<file path="src/rtl/keypad_key_injector_pkg.sv">
// Shared keypad constants: active-low column codes, FSM encodings and the digit-to-row/column map.
// The 7-seg multiplexer reuses the scan-wrap constants.
package keypad_key_injector_pkg;

    localparam logic [2:0] COL0     = 3'b011;
    localparam logic [2:0] COL1     = 3'b101;
    localparam logic [2:0] COL2     = 3'b110;
    localparam logic [2:0] COL_IDLE = 3'b111;
    localparam logic [2:0] SEL_LAST = 3'd5;

    localparam logic [1:0] ST_IDLE  = 2'd0;
    localparam logic [1:0] ST_ARM   = 2'd1;
    localparam logic [1:0] ST_PRESS = 2'd2;
    localparam logic [1:0] ST_GAP   = 2'd3;

    typedef struct packed {
        logic       legal;
        logic [1:0] row;
        logic [2:0] col;
    } key_map_t;

    // Physical 3x4 layout: 1-2-3 / 4-5-6 / 7-8-9 / *-0-#
    function automatic key_map_t map_key(input logic [3:0] code);
        key_map_t m;
        m.legal = 1'b1;
        m.row   = 2'd0;
        m.col   = COL_IDLE;
        case (code)
            4'd0: begin m.row = 2'd3; m.col = COL1; end
            4'd1: begin m.row = 2'd0; m.col = COL0; end
            4'd2: begin m.row = 2'd0; m.col = COL1; end
            4'd3: begin m.row = 2'd0; m.col = COL2; end
            4'd4: begin m.row = 2'd1; m.col = COL0; end
            4'd5: begin m.row = 2'd1; m.col = COL1; end
            4'd6: begin m.row = 2'd1; m.col = COL2; end
            4'd7: begin m.row = 2'd2; m.col = COL0; end
            4'd8: begin m.row = 2'd2; m.col = COL1; end
            4'd9: begin m.row = 2'd2; m.col = COL2; end
            default: m.legal = 1'b0;
        endcase
        return m;
    endfunction

endpackage

</file>
<file path="src/rtl/keypad_key_injector_scan_boundary_det.sv">
// Flags the cycle where the row scanner wraps from 5 back to 0.
// Out-of-range sel values never produce a boundary.
module keypad_key_injector_scan_boundary_det
    import keypad_key_injector_pkg::*;
(
    input  logic       clk,
    input  logic       rst_n,
    input  logic [2:0] sel,
    output logic       boundary
);

    logic [2:0] sel_q_reg;

    // Reset value 0 guarantees no spurious wrap on the first cycle out of reset.
    always_ff @(posedge clk or negedge rst_n) begin
        if (!rst_n) begin
            sel_q_reg <= 3'd0;
        end else begin
            sel_q_reg <= sel;
        end
    end

    assign boundary = (sel_q_reg == SEL_LAST) && (sel == 3'd0);

endmodule

</file>
<file path="src/rtl/keypad_key_injector.sv">
// Plays a 3x4 keypad against the row scanner: accepts one key code, arms on a scan wrap,
// holds the key's column for HOLD_SCANS scans, then releases for GAP_SCANS scans.
module keypad_key_injector
    import keypad_key_injector_pkg::*;
#(
    parameter int unsigned HOLD_SCANS = 8,
    parameter int unsigned GAP_SCANS  = 4
) (
    input  logic       clk,
    input  logic       rst_n,
    input  logic [2:0] sel,
    input  logic       key_valid,
    input  logic [3:0] key_code,
    output logic       key_ready,
    output logic [2:0] column,
    output logic       busy,
    output logic       done,
    output logic       err
);

    localparam logic [7:0] HOLD_LAST = 8'(HOLD_SCANS - 1);
    localparam logic [7:0] GAP_LAST  = 8'(GAP_SCANS - 1);

    logic [1:0] state_reg;
    logic [1:0] row_reg;
    logic [2:0] col_reg;
    logic [7:0] hold_cnt_reg;
    logic [7:0] gap_cnt_reg;
    logic       done_reg;
    logic       err_reg;
    logic       boundary;
    logic       transfer;
    key_map_t   key_map;

    keypad_key_injector_scan_boundary_det u_boundary (
        .clk      (clk),
        .rst_n    (rst_n),
        .sel      (sel),
        .boundary (boundary)
    );

    assign key_map  = map_key(key_code);
    assign transfer = key_valid && key_ready;

    always_ff @(posedge clk or negedge rst_n) begin
        if (!rst_n) begin
            state_reg    <= ST_IDLE;
            row_reg      <= 2'd0;
            col_reg      <= COL_IDLE;
            hold_cnt_reg <= 8'd0;
            gap_cnt_reg  <= 8'd0;
            done_reg     <= 1'b0;
            err_reg      <= 1'b0;
        end else begin
            done_reg <= 1'b0;
            err_reg  <= 1'b0;
            case (state_reg)
                ST_IDLE: begin
                    if (transfer) begin
                        if (key_map.legal) begin
                            row_reg   <= key_map.row;
                            col_reg   <= key_map.col;
                            state_reg <= ST_ARM;
                        end else begin
                            err_reg <= 1'b1;
                        end
                    end
                end
                // Wait for a wrap so the key is held for whole scans only.
                ST_ARM: begin
                    if (boundary) begin
                        state_reg    <= ST_PRESS;
                        hold_cnt_reg <= 8'd0;
                    end
                end
                ST_PRESS: begin
                    if (boundary) begin
                        if (hold_cnt_reg == HOLD_LAST) begin
                            state_reg   <= ST_GAP;
                            gap_cnt_reg <= 8'd0;
                        end else begin
                            hold_cnt_reg <= hold_cnt_reg + 8'd1;
                        end
                    end
                end
                ST_GAP: begin
                    if (boundary) begin
                        if (gap_cnt_reg == GAP_LAST) begin
                            done_reg  <= 1'b1;
                            state_reg <= ST_IDLE;
                        end else begin
                            gap_cnt_reg <= gap_cnt_reg + 8'd1;
                        end
                    end
                end
            endcase
        end
    end

    // Column follows sel combinationally, matching the combinational key decoder downstream.
    always_comb begin
        column = COL_IDLE;
        if ((state_reg == ST_PRESS) && (sel == {1'b0, row_reg})) begin
            column = col_reg;
        end
    end

    assign key_ready = (state_reg == ST_IDLE);
    assign busy      = (state_reg != ST_IDLE);
    assign done      = done_reg;
    assign err       = err_reg;

endmodule

</file>
<file path="config.mk">
export PLATFORM = sky130hd
export DESIGN_NAME = keypad_key_injector
export DESIGN_NICKNAME = d
export VERILOG_FILES = /design/src/rtl/keypad_key_injector_pkg.sv /design/src/rtl/keypad_key_injector_scan_boundary_det.sv /design/src/rtl/keypad_key_injector.sv
export SDC_FILE = /design/constraint.sdc
export NUM_CORES = 1
export LEC_CHECK = 0
export ABC_AREA = 1
export CORE_MARGIN = 2
export CORE_UTILIZATION = 40
export DETAILED_ROUTE_END_ITERATION = 10
export PLACE_DENSITY = 0.61
export SLEW_MARGIN = 10
export SYNTH_ARGS = -nofsm -noshare
export SYNTH_HDL_FRONTEND = slang
export SYNTH_HIERARCHICAL = 1
export SYNTH_SLANG_ARGS = --single-unit
</file>
<file path="constraint.sdc">
create_clock -name clk -period 1.9 [get_ports clk]
set_input_delay 0.475 -clock clk [delete_from_list [all_inputs] [get_ports clk]]
set_output_delay 0.475 -clock clk [all_outputs]
set_load 0.1 [all_outputs]
</file>
### Word-level counts from Yosys, hierarchy flattened

Cells that the tools add are included.
W data, S select, Z words.

* latch bits: 0
* logic and storage cells: 75
* memories kept: 0
* bits in read-only memories: 0
* RAM bits: 0
* flip-flop bits (word level): 28

* multiply operators: 0
* muxes and demuxes: 26
* shift-type cells: 0
* $add $sub $neg: 2
* bitwise operators: 0
* eq/ne operators: 25
* reduce and logical (&&, ||, !) cells: 14
* magnitude comparators: 0
* div/mod/pow operators: 0

Operators by type and width (number)
* $mux W8: 7
* $pmux W5 S10: 1
* $pmux W8 S2: 2
* $add A8 B1 Y8 const B: 2
* $eq A4 B3 Y1 const B: 4
* $mux W2: 7
* $ne A2 B2 Y1 const B: 7
* $reduce_or A10 Y1: 1
* $eq A4 B2 Y1 const B: 2
* $eq A4 B4 Y1 const B: 2
* $eq A8 B2 Y1 const B: 1
* $eq A8 B3 Y1 const B: 1
* $pmux W2 S4: 1
* $mux W1: 7
* $reduce_and A7 Y1: 1
* $reduce_bool A2 Y1: 3
* $reduce_and A5 Y1: 1
* $eq A2 B2 Y1 const B: 2
* $eq A4 B1 Y1 const B: 1
* $logic_not A4 Y1: 1
* $ne A2 B1 Y1 const B: 2
* $reduce_and A4 Y1: 1
* $eq A3 B2 Y1: 1
* $eq A3 B3 Y1 const B: 1
* other kinds (6): 8

### Longest topological paths before layout

* depth after elaboration: 6
* mapped depth: 9
* depth with buffers taken out: 9

### Hierarchy

The synthesis kept the hierarchy.

Modules (own cells, without submodules)
* keypad_key_injector: cells an instance 240, seq. area each 629.4 sq um, instances 1, area an instance 1664.1 sq um
* keypad_key_injector_scan_boundary_det: cells an instance 9, seq. area each 75.1 sq um, instances 1, area an instance 101.3 sq um

### Least setup slack after synthesis

Ideal clock, no wire load.

* kind: register to output
* from: register state_reg[0]
* to: output port busy
* buffers on the path: 0
* arrival: 2012 ps
* stages on the path, launching flop included: 4
* path slack: -587 ps
* cell sequence: dfrtp_1 inv_1 ha_1 inv_1

* word-level cells in the longest chain between the ends: 1

Ends and longest elaborated chain
* start: declaration: line keypad_key_injector.sv:24 `logic [1:0] state_reg;`
* start signal: assignment: line keypad_key_injector.sv:47 `state_reg <= ST_IDLE;`
* start signal: assignment: line keypad_key_injector.sv:63 `state_reg <= ST_ARM;`
* start signal: assignment: line keypad_key_injector.sv:72 `state_reg <= ST_PRESS;`
* $reduce_bool A2 Y1: line keypad_key_injector.sv:109 `assign busy = (state_reg != ST_IDLE);`
* end: declaration: line keypad_key_injector.sv:16 `output logic busy,`

No other way between the ends.

### Worst setup path in the final report

* from: register state_reg[0]
* to: output port column[0]

* word-level cells in the longest chain between the ends: 3

Ends and longest elaborated chain
* $eq A2 B2 Y1: line keypad_key_injector.sv:103 `if ((state_reg == ST_PRESS) && (sel == {1'b0, row_reg})) begin`
* $logic_and A1 B1 Y1: line keypad_key_injector.sv:103
* $mux W3: line keypad_key_injector.sv:103
* end: declaration: line keypad_key_injector.sv:15 `output logic [2:0] column,`

No other way between the ends.

==> qor.yml <==
power_and_ir_drop:
  power_uw: 2280
  p_per_area_mw_per_mm2: 1000
  p_leak_uw: 0.00114
  ir_worst_vdd_v: 0.000970
floorplan:
  ios: 17
  dieArea_mm2: 0.00496
  start_util_pct: 41.1
  die_x_um: 70.4
  die_height_um: 70.4
  core_mm2: 0.00429
  num_rows: 24
synthesis:
  synthTopCellsByArea: "dfrtp_1 35%, nand2_1 17%, nor2_1 7.9%, inv_1 7.0%, nand3_1 6.0%"
  syn-cell-area_mm2: 0.00177
  ys_warn_count: 6
  synth_edf_count: 0
  avgSynthCellArea_um2: 7.09
  synth_flop_cell: "dfrtp_1"
  synthArstFlopShare_pct: 100
  synth.largest_area_cell: "dfrtp_1"
  netlist_instances: 249
  synth_cell_types: 27
  ys_seq_area_share_pct: 39.9
  ys_ff_latch: 28
  syn_nets: 265
  netlist.area_leader.share_pct: 35.4
status:
  status: "finished with violations"
  violations: "negative setup slack"
final_layout:
  syn_to_final_growth_pct: 28.9
  fillers: 408
  insertedDiodeCount: 0
  layout_common_cells: "81 x nand2_1, 37 x nor2_1, 30 x inv_1, 25 x dfrtp_1, 19 x nand3_1"
  fin_nets: 302
  layout-drive-gt1-share_pct: 17.5
  layout_commonest_cell: "nand2_1"
  instances_no_fill: 337
detailed_routing:
  firstDrtPassIters: 4
  wl_per_cell_um: 10.3
  ant_nets: 0
  vias_per_cell: 4.68
  detailroute.via_count: 1576
  drt_iter0_drc: 63
  drc: 0
  finalWirelength_um: 3480
run:
  timing.max_cap.violations: 0
clocking:
  tritoncts: "yes"
  clock_latency_ns: 0.27
  htree_levels: 1
  cts_sinks: 28
  clk_path_buf_depth: 2
  holdBufCountCts: 0
  numCtsBuffers: 3
  cts_root_buffer: "clkbuf_8"
  cts.reportedPaths.clkPinSlew_ns: 0.09
timing:
  max_freq_mhz: 500
  final_max_slew_viol_count: 0
  post-route-period-util_pct: 105
  slew-limit-headroom_pct: 75.8
  setup_viol: 3
  tightest_slew_ns: 0.362
  worst_hold_slack_ns: 0.476
  setup_ws_ns: -0.102
  hold_viol_final: 0
  min_period_ns: 2.00
  rsz0062_at_grt: "yes"
  fin_skew_ns: 0.00675
critical_path:
  worstPathMaxFanout: 3
  cp.arrival_ns: 1.53
  worstSetupEndpointType: "output pin"
  startpoint_type: "flop"
  critPathKind: "flop to output pin"
  crit_family: "flip-flops"
  cpPeakStageDelay_ns: 0.39
  cpMaxStageDelayCell: "dfrtp_1"
  crit_path_cell_trace: "inv_2 -> ha_4 -> inv_4 -> a211oi_4 -> nand3b_1 -> buf_12"
  crit_required_ns: 1.42
  crit_buf_inv: 3
global_route:
  grt_first_pass_wirelength_um: 6420
  grt_pass1_vias: 1526
  grt_antenna_before_repair: 0
  grt_max_degree: 29
  gr-total-overflow: 0
  track_usage_pct: 15.8
place:
  hpwl_um: 2600
  dp.cells: 325
  port_buffers: 16
  gp_congestion: 0.887
  post-place-ws_ns: -0.309
min_path:
  hp-class: "primary input to flop"
layout make-up:
type | count | area [µm²] | area share [%]
sequential | 28 | 704 | 31.0
clock buffer | 4 | 45.0 | 1.98
multi-input combinational | 187 | 981 | 43.1
timing repair buffer | 32 | 348 | 15.3
inverter | 34 | 133 | 5.83
tap | 52 | 65.1 | 2.86
routing by layer:
layer	vias up	share of wire, %	GRT usage [%]
met5	-	0	0
met4	0	0.83	3.85
met3	2	3.1	2.89
met2	18	46	26.7
met1	704	50	20.9
li1	852	-	-
repair_timing:
action                     CTS  global route
resized for setup            5             3
buffers inserted             4             4
setup endpoints to repair    3             4
pin swaps                    4             3
kinds of logic after synthesis:
kind of cell             Yosys count  synth area share (%)
flip-flops                        28                  39.9
adder cells (fa/ha/maj)            6                  4.25
XOR/XNOR                           3                  1.49
AO/OA/AOI/OAI                     21                  7.87
buffers and inverters             34                  7.23
AND/OR/NAND/NOR                  157                  39.3
report_power, final:
group          total, µW  switching, µW  leakage [µW]  internal (µW)
clock network        326            176     0.0000228            150
registers            772           65.7      0.000366            706
logic               1180            698      0.000755            479
Yosys cell counts (all sizes together) (2+ instances only):
| cell | number |
|---|---|
| o21bai | 5 |
| o21ai | 9 |
| nor2 | 42 |
| a21oi | 3 |
| xor2 | 3 |
| o22ai | 2 |
| dfstp | 3 |
| nor3b | 2 |
| ha | 6 |
| dfrtp | 25 |
| nand4 | 2 |
| nand3 | 23 |
| nand2 | 84 |
| nand3b | 3 |
| inv | 34 |
worst paths after layout:
| path | startpoint | end | slack, ns | depth (start not counted) |
|---|---|---|---|---|
| max reg2reg | state_reg[0] | col_reg[2] | 0.37 | 9 |
| min reg2reg | col_reg[0] | col_reg[0] | 0.50 | 2 |
| max in group asynchronous | rst_n | col_reg[2] | 1.00 | 2 |
| min in group asynchronous | rst_n | hold_cnt_reg[2] | 0.58 | 2 |
| max | state_reg[0] | column[0] | -0.10 | 6 |
| min | sel[0] | u_boundary/sel_q_reg[0] | 0.48 | 1 |
stage by stage:
step	TNS, ns	area [µm²]	utilization (%)
floorplan	-0.476	1810	-
global placement	-3.04	2160	50.3
detailed placement	-3.17	2160	50.3
CTS	-0.236	2230	52.0
global route	-0.455	2280	53.0
finish	-0.179	2280	53.0
(Power assumes the default switching activity.)
